$ cat src/rtl/lmdpl_gate_array.sv
`default_nettype none
// ============================================================================
// Module  : lmdpl_gate_array
// Brief   : Sequenced masked dual-rail precharge gate array, one 2-input
//           function applied across WIDTH lanes with per-lane masks.
// Revision: 1.0 - initial release
// ============================================================================
module lmdpl_gate_array #(
  parameter int         WIDTH       = 8,
  parameter logic [3:0] FUNC        = 4'b0001,
  parameter int         PRE_CYCLES  = 1,
  parameter int         EVAL_CYCLES = 1
) (
  input  logic             clk,
  input  logic             rst,
  input  logic             start,
  output logic             ready,
  input  logic [WIDTH-1:0] in0,
  input  logic [WIDTH-1:0] in1,
  input  logic [WIDTH-1:0] m_in0,
  input  logic [WIDTH-1:0] m_in1,
  input  logic [WIDTH-1:0] m_out,
  output logic             precharge,
  output logic [WIDTH-1:0] out_m,
  output logic [WIDTH-1:0] out_m_bar,
  output logic [WIDTH-1:0] out,
  output logic             out_valid,
  output logic             err
);

  localparam int MAXC = (PRE_CYCLES > EVAL_CYCLES) ? PRE_CYCLES : EVAL_CYCLES;
  localparam int CW   = $clog2(MAXC + 1);

  localparam logic [CW-1:0] PRE_LOAD  = CW'(PRE_CYCLES - 1);
  localparam logic [CW-1:0] EVAL_LOAD = CW'(EVAL_CYCLES - 1);
  localparam logic [CW-1:0] CNT_ONE   = CW'(1);
  localparam logic [CW-1:0] CNT_ZERO  = '0;

  localparam logic [1:0] ST_IDLE = 2'd0;
  localparam logic [1:0] ST_PRE  = 2'd1;
  localparam logic [1:0] ST_EVAL = 2'd2;
  localparam logic [1:0] ST_DONE = 2'd3;

  logic [1:0]       state_q, state_d;
  logic [CW-1:0]    cnt_q, cnt_d;
  logic [WIDTH-1:0] a_m_q, b_m_q;
  logic [WIDTH-1:0] m_in0_q, m_in1_q, m_out_q;
  logic [WIDTH-1:0] out_q, out_m_q, out_m_bar_q;
  logic             flag_q;

  logic             accept;
  logic             capture;
  logic             eval_en;

  logic [WIDTH-1:0] rail_q_m;
  logic [WIDTH-1:0] rail_q_m_bar;
  logic [WIDTH-1:0] rail_diff;
  logic [WIDTH-1:0] out_d;
  logic             flag_d;

  assign ready     = (state_q == ST_IDLE) || (state_q == ST_DONE);
  assign precharge = (state_q == ST_PRE);
  assign out_valid = (state_q == ST_DONE);
  assign eval_en   = (state_q == ST_EVAL);
  assign accept    = start && ready;

  assign out       = out_q;
  assign out_m     = out_m_q;
  assign out_m_bar = out_m_bar_q;
  assign err       = out_valid && flag_q;

  always_comb begin
    state_d = state_q;
    cnt_d   = cnt_q;
    capture = 1'b0;
    case (state_q)
      ST_IDLE: begin
        if (start) begin
          state_d = ST_PRE;
          cnt_d   = PRE_LOAD;
        end
      end
      ST_PRE: begin
        if (cnt_q == CNT_ZERO) begin
          state_d = ST_EVAL;
          cnt_d   = EVAL_LOAD;
        end else begin
          cnt_d = cnt_q - CNT_ONE;
        end
      end
      ST_EVAL: begin
        if (cnt_q == CNT_ZERO) begin
          state_d = ST_DONE;
          capture = 1'b1;
        end else begin
          cnt_d = cnt_q - CNT_ONE;
        end
      end
      ST_DONE: begin
        if (start) begin
          state_d = ST_PRE;
          cnt_d   = PRE_LOAD;
        end else begin
          state_d = ST_IDLE;
        end
      end
      default: state_d = ST_IDLE;
    endcase
  end

  // Table entry for masked minterm (am,bm): unmask operands, apply f, remask.
  function automatic logic tbl_bit(input logic am, input logic bm,
                                   input logic m0, input logic m1,
                                   input logic mo);
    logic [1:0] idx;
    idx = {bm ^ m1, am ^ m0};
    return FUNC[idx] ^ mo;
  endfunction

  genvar gi;
  generate
    for (gi = 0; gi < WIDTH; gi++) begin : g_lane
      logic       a_r, a_rb, b_r, b_rb;
      logic [3:0] tbl;

      // Rails are held low outside evaluation so every evaluation follows a precharge.
      assign a_r  = eval_en &  a_m_q[gi];
      assign a_rb = eval_en & ~a_m_q[gi];
      assign b_r  = eval_en &  b_m_q[gi];
      assign b_rb = eval_en & ~b_m_q[gi];

      assign tbl[0] = tbl_bit(1'b0, 1'b0, m_in0_q[gi], m_in1_q[gi], m_out_q[gi]);
      assign tbl[1] = tbl_bit(1'b1, 1'b0, m_in0_q[gi], m_in1_q[gi], m_out_q[gi]);
      assign tbl[2] = tbl_bit(1'b0, 1'b1, m_in0_q[gi], m_in1_q[gi], m_out_q[gi]);
      assign tbl[3] = tbl_bit(1'b1, 1'b1, m_in0_q[gi], m_in1_q[gi], m_out_q[gi]);

      assign rail_q_m[gi] = ( tbl[0] & a_rb & b_rb) | ( tbl[1] & a_r & b_rb) |
                            ( tbl[2] & a_rb & b_r ) | ( tbl[3] & a_r & b_r );
      assign rail_q_m_bar[gi] = (~tbl[0] & a_rb & b_rb) | (~tbl[1] & a_r & b_rb) |
                                (~tbl[2] & a_rb & b_r ) | (~tbl[3] & a_r & b_r );
    end
  endgenerate

  assign rail_diff = rail_q_m ^ rail_q_m_bar;
  assign out_d     = rail_diff & (rail_q_m ^ m_out_q);
  assign flag_d    = |(~rail_diff);

  always_ff @(posedge clk or posedge rst) begin
    if (rst) begin
      state_q     <= ST_IDLE;
      cnt_q       <= '0;
      a_m_q       <= '0;
      b_m_q       <= '0;
      m_in0_q     <= '0;
      m_in1_q     <= '0;
      m_out_q     <= '0;
      out_q       <= '0;
      out_m_q     <= '0;
      out_m_bar_q <= '0;
      flag_q      <= 1'b0;
    end else begin
      state_q <= state_d;
      cnt_q   <= cnt_d;
      if (accept) begin
        a_m_q   <= in0 ^ m_in0;
        b_m_q   <= in1 ^ m_in1;
        m_in0_q <= m_in0;
        m_in1_q <= m_in1;
        m_out_q <= m_out;
      end
      if (capture) begin
        out_q       <= out_d;
        out_m_q     <= rail_q_m;
        out_m_bar_q <= rail_q_m_bar;
        flag_q      <= flag_d;
      end
    end
  end

endmodule
`default_nettype wire

$ cat config.mk
export PLATFORM = sky130hd
export DESIGN_NAME = lmdpl_gate_array
export DESIGN_NICKNAME = d
export VERILOG_FILES = /design/src/rtl/lmdpl_gate_array.sv
export SDC_FILE = /design/constraint.sdc
export NUM_CORES = 1
export LEC_CHECK = 0
export CAP_MARGIN = 15
export CORE_MARGIN = 3
export CORE_UTILIZATION = 49
export DETAILED_ROUTE_END_ITERATION = 7
export GPL_ROUTABILITY_DRIVEN = 0
export PLACE_DENSITY = 0.82
export SLEW_MARGIN = 20
export SYNTH_ARGS = -nofsm -noshare
export SYNTH_HDL_FRONTEND = slang
export SYNTH_SLANG_ARGS = --single-unit
$ cat constraint.sdc
create_clock -name clk -period 2.2 [get_ports clk]
set_input_delay 0.33 -clock clk [delete_from_list [all_inputs] [get_ports clk]]
set_output_delay 0.33 -clock clk [all_outputs]
set_load 0.03 [all_outputs]
## Yosys cells after proc, flatten, opt, wreduce, memory -nomap -nowiden

Cells that the tools add are included.

| word-level totals | value |
|---|---|
| logic and storage cells | 443 |
| output and inout bits | 28 |
| bits of input ports | 43 |
| register bits after elaboration | 68 |

| cells by class | value |
|---|---|
| reduce and logical (&&, ||, !) cells | 8 |
| magnitude comparators | 32 |
| equal/unequal tests | 7 |
| $add $sub $neg | 1 |
| multiplexer cells | 74 |
| bitwise operators | 310 |

Operator list:

| kind | count |
|---|---|
| $and 1x1->1 | 160 |
| $lt 2x3->1 const B | 32 |
| $bmux 1 s2 | 32 |
| $not 1->1 | 64 |
| $or 1x1->1 | 48 |
| $mux 1 | 37 |
| $xor 1x1->1 | 32 |
| $xor 8x8->8 | 4 |
| $and 8x8->8 | 1 |
| $not 8->8 | 1 |
| $pmux 2 s4 | 1 |
| $reduce_or 8->1 | 1 |
| $mux 2 | 3 |
| $ne 2x2->1 const B | 3 |
| $eq 2x2->1 const B | 2 |
| $reduce_or 2->1 | 2 |
| $reduce_and 3->1 | 1 |
| $eq 2x1->1 const B | 1 |
| $logic_and 1x1->1 | 2 |
| $logic_not 2->1 | 1 |
| $ne 2x1->1 const B | 1 |
| $pmux 1 s2 | 1 |
| $logic_or 1x1->1 | 1 |
| $sub 1x1->1 const B | 1 |

## Depth between registers and ports, before layout

| logic depth | value |
|---|---|
| depth in word-level cells | 13 |
| mapped depth | 7 |
| mapped depth without buffers | 5 |

## Worst setup path before layout

No wires, ideal clock.

| path | value |
|---|---|
| path type | flip-flop to flip-flop |
| from | reg state_q[0] |
| to | reg m_in0_q[0] |
| slack | 583 ps |
| buffers on the path | 2 |
| cell stages (with the launch flop) | 7 |
| required time | 2,075 ps |
| period minus slack after synthesis | 1,617 ps |
| arrival time | 1,492 ps |
| setup time | 125 ps |
| path through | dfrtp_1 > inv_1 > ha_1 > nand2b_4 > buf_6 > buf_6 > mux2_2 |

| between the ends | value |
|---|---|
| cells in the longest elaborated chain, start to end | 3 |
| elaborated cells on any way between the ends | 4 |
| those cells by class | eq/ne: 1; reduce/logical: 3 |

RTL lines:

| element | line | text |
|---|---|---|
| start, declared | 44 | `logic [1:0] state_q, state_d;` |
| start signal, assigned | 162 | `state_q <= state_d;` |
| $eq 2x2->1 or $logic_not 2->1 (tied branches) | 61 | `assign ready = (state_q == ST_IDLE) \|\| (state_q == ST_DONE);` |
| $logic_or 1x1->1 * | 61 |  |
| $logic_and 1x1->1 * | 65 | `assign accept = start && ready;` |
| end signal, assigned | 167 | `m_in0_q <= m_in0;` |
| end, declared | 47 | `logic [WIDTH-1:0] m_in0_q, m_in1_q, m_out_q;` |

Mark *: on every way between the ends. The rest lies on a longest branch, timed or not.
A chain may end at the register's enable or synchronous reset.

## Worst setup path in the final report

| path | value |
|---|---|
| from | reg state_q[0] |
| to | out err |

| between the ends | value |
|---|---|
| cells in the longest elaborated chain, start to end | 2 |

RTL lines:

| element | line | text |
|---|---|---|
| $eq 2x2->1 | 63 | `assign out_valid = (state_q == ST_DONE);` |
| $logic_and 1x1->1 | 70 | `assign err = out_valid && flag_q;` |
| end, declared | 28 | `output logic err` |

No other way between the ends.

==> impl_results.md <==
- Crit path kind: reg2out
- Slew @ Worst Pin: 0.578 ns
- Final #Nets: 369
- Sw power: 2.36 mW
- HPWL after DPL: 3810 um
- # DRC: 0
- Syn Nets: 296
- Vias in the first global route: 1850
- Post-CTS sizing: 1
- Clock transition at path regs: 0.07 ns
- DRT Wirelength: 5120 um
- RSZ-0062 raised after global routing: no
- Pint: 3.71 mW
- Worst slack at placement: 0.271 ns
- Via density: 4.90
- H-Tree Depth: 3
- GR Util All Layers: 0.156
- Post-DRT Antenna Nets: 0
- Post-synth top area cell: dfrtp_1
- Die ar.: 7070 um^2
- Clk buf depth: 2
- Initial antenna violation count: 0
- # setup viols final: 0
- Die width: 84.1 um
- Vias: 1939
- Clk_lat worst skew: 0.33 ns
- Post-cts hold buffer count: 0
- R2R Path End: m_in1_q[2]$_DFFE_PP0P_
- Register area share after synthesis: 0.561
- Wire per inst: 12.9 um
- Worst Path Max Fanout: 6
- Flop pwr share: 0.366
- Synth cell types: 20
- CORE AREA: 5710 um^2
- Largest net degree at the start of global routing: 68
- Leak pwr: 1.68 nW
- Minimum clock period: 2.10 ns
- Synthesis-to-finish area growth: 30.7%
- Most common cell after layout, fill and taps aside: clkdlybuf4s50_1
- R2R setup slack: 0.28 ns
- Worst endpoint data arrival time: 1.77 ns
- Detailed Route Iter0 Violations: 65
- Fill cell count: 461
- Req. time, crit path: 1.87 ns
- Share of layout cells above drive strength 1: 0.154
- ANT cells: 0
- Synth top area cells: dfrtp_1 56%, mux2_2 12%, xnor2_1 4.7%, xor2_1 4.7%, o21ai_0 4.2%
- Switch share: 0.389
- YS warnings: 0
- First-pass GRT wire length: 8570 um
- Most frequent cells in the layout: 69 x clkdlybuf4s50_1, 67 x dfrtp_1, 32 x mux2_2, 25 x o21ai_0, 18 x nand2_1
- I/O Buffers: 70
- Clk pwr share: 0.141
- Postcts setup bufs: 0
- Fmax: 476 MHz
- Logic pwr share: 0.493
- CP Launch Type: flip-flop
- # IOs: 71
- Pwr Density: 1550 nW/um^2
- Final Skew: 0.00677 ns
- Max VDD drop: 0.872 mV
- Crit Reg-Reg Startpoint: state_q[0]$_DFFE_PP0P_
- Fin. max-slew vios: 0
- Starting Density: 0.523
- Synthesized area per cell: 12.0 um^2
- Pre-antenna DRT Iters: 3
- Root Buffer: clkbuf_8
- Total grt overflow: 0
- Worst reg2reg path depth: 4
- Clk sinks: 67
- Top-area cell type share of the netlist area: 0.561
- Synth Register Bits: 67
- Rows: 27
- CTS tree: built
- Period Utilization, post-route: 0.954
- CP endpoint kind: primary output
- Status: finished clean
- Chip height: 84.1 um
- Final hold violations: 0
- Mapped cell area: 2990 um^2
- Fin Setup TNS: 0 ns
- Worst hold path type: in2async
- PnR worst setup slack: 0.101 ns
- CTS Buf Count: 9
- Slew margin rel.: 0.615
- Post-Synthesis Cells: 248
- Max cap viols: 0
-- power by group through the flow --
stage          sequential (mW)  clock (mW)  combinational (mW)
5_1_grt                   2.30       0.945                3.30
3_3_place_gp              2.21           0                2.95
2_1_floorplan             2.59           0                1.83
3_5_place_dp              2.25           0                3.04
4_1_cts                   2.23       0.888                3.03
6_report                  2.22       0.857                2.99
-- stage by stage --
stage / power [mW] / util / area [um^2] / hold WS (ns) / instances
finish: 6.07 / 0.684 / 3900 / 0.411 / 396
global route: 6.54 / 0.684 / 3900 / 0.441 / 396
CTS: 6.15 / 0.684 / 3900 / 0.413 / 396
detailed placement: 5.29 / 0.655 / 3740 / 0.485 / 382
global placement: 5.16 / 0.655 / 3740 / 0.480 / 382
floorplan: 4.42 / - / 2990 / 0.455 / 248
-- logic make-up (layout without fill, tap and decap cells) --
logic type / Yosys count / after routing / synth area share
buffers and inverters: 14 / 90 / 0.0276
xor gates and xnor gates: 32 / 32 / 0.0938
muxes: 32 / 32 / 0.121
adders and majority gates: 5 / 5 / 0.0209
AOI/OAI and AO/OA: 43 / 43 / 0.0871
and+or+nand+nor: 55 / 55 / 0.0884
DFF: 67 / 67 / 0.561
-- layer usage --
metal / vias to the layer above / wire length [um] / track usage
li1: 991 / - / -
met5: - / 0 / 0
met3: 10 / 197 / 0.0316
met2: 45 / 2530 / 0.246
met1: 893 / 2290 / 0.199
met4: 0 / 106 / 0.0877
-- cell usage after synthesis --
library cell,instances
buf_2,6
nand2b_4,1
o22a_1,1
a31oi_1,9
clkbuf_1,1
nand2_1,18
a31o_1,8
mux2_2,32
inv_1,4
buf_6,3
or3_1,8
xnor2_1,16
xor2_1,16
ha_1,5
nand2b_1,1
nor2_1,17
and2_1,1
o21ai_0,25
nor2b_1,9
dfrtp_1,67
-- state kept, by name, summed over array words and instances, names as in the netlist, 2 cells and up --
name	count
a_m_q	8
b_m_q	8
m_in0_q	8
m_in1_q	8
m_out_q	8
out	8
out_m	8
out_m_bar	8
state_q	2
-- worst max-delay path, cell delays in order (launching register included) --
cell and delay [ns]:
dfrtp_1 0.43, ha_1 0.22, and2_1 0.13, clkdlybuf4s50_1 0.66
-- worst max path at each step --
stage	to	from	depth (start not counted)
floorplan	a_m_q[0]$_DFFE_PP0P_	rst	1
global placement	ready	state_q[0]$_DFFE_PP0P_	4
detailed placement	ready	state_q[0]$_DFFE_PP0P_	4
CTS	err	state_q[0]$_DFFE_PP0P_	3
global route	err	state_q[0]$_DFFE_PP0P_	3
finish	err	state_q[0]$_DFFE_PP0P_	3
-- cell type report --
class,count,area [um^2],share of cell area
sequential,67,1680,0.430
timing repair buffer,72,727,0.186
multi-input combinational,167,1230,0.315
inverter,4,15.0,0.00385
clock buffer,11,151,0.0388
clock inverter,3,15.0,0.00385
tap,72,90.1,0.0231
No activity file was read; power rests on OpenSTA's default activity.
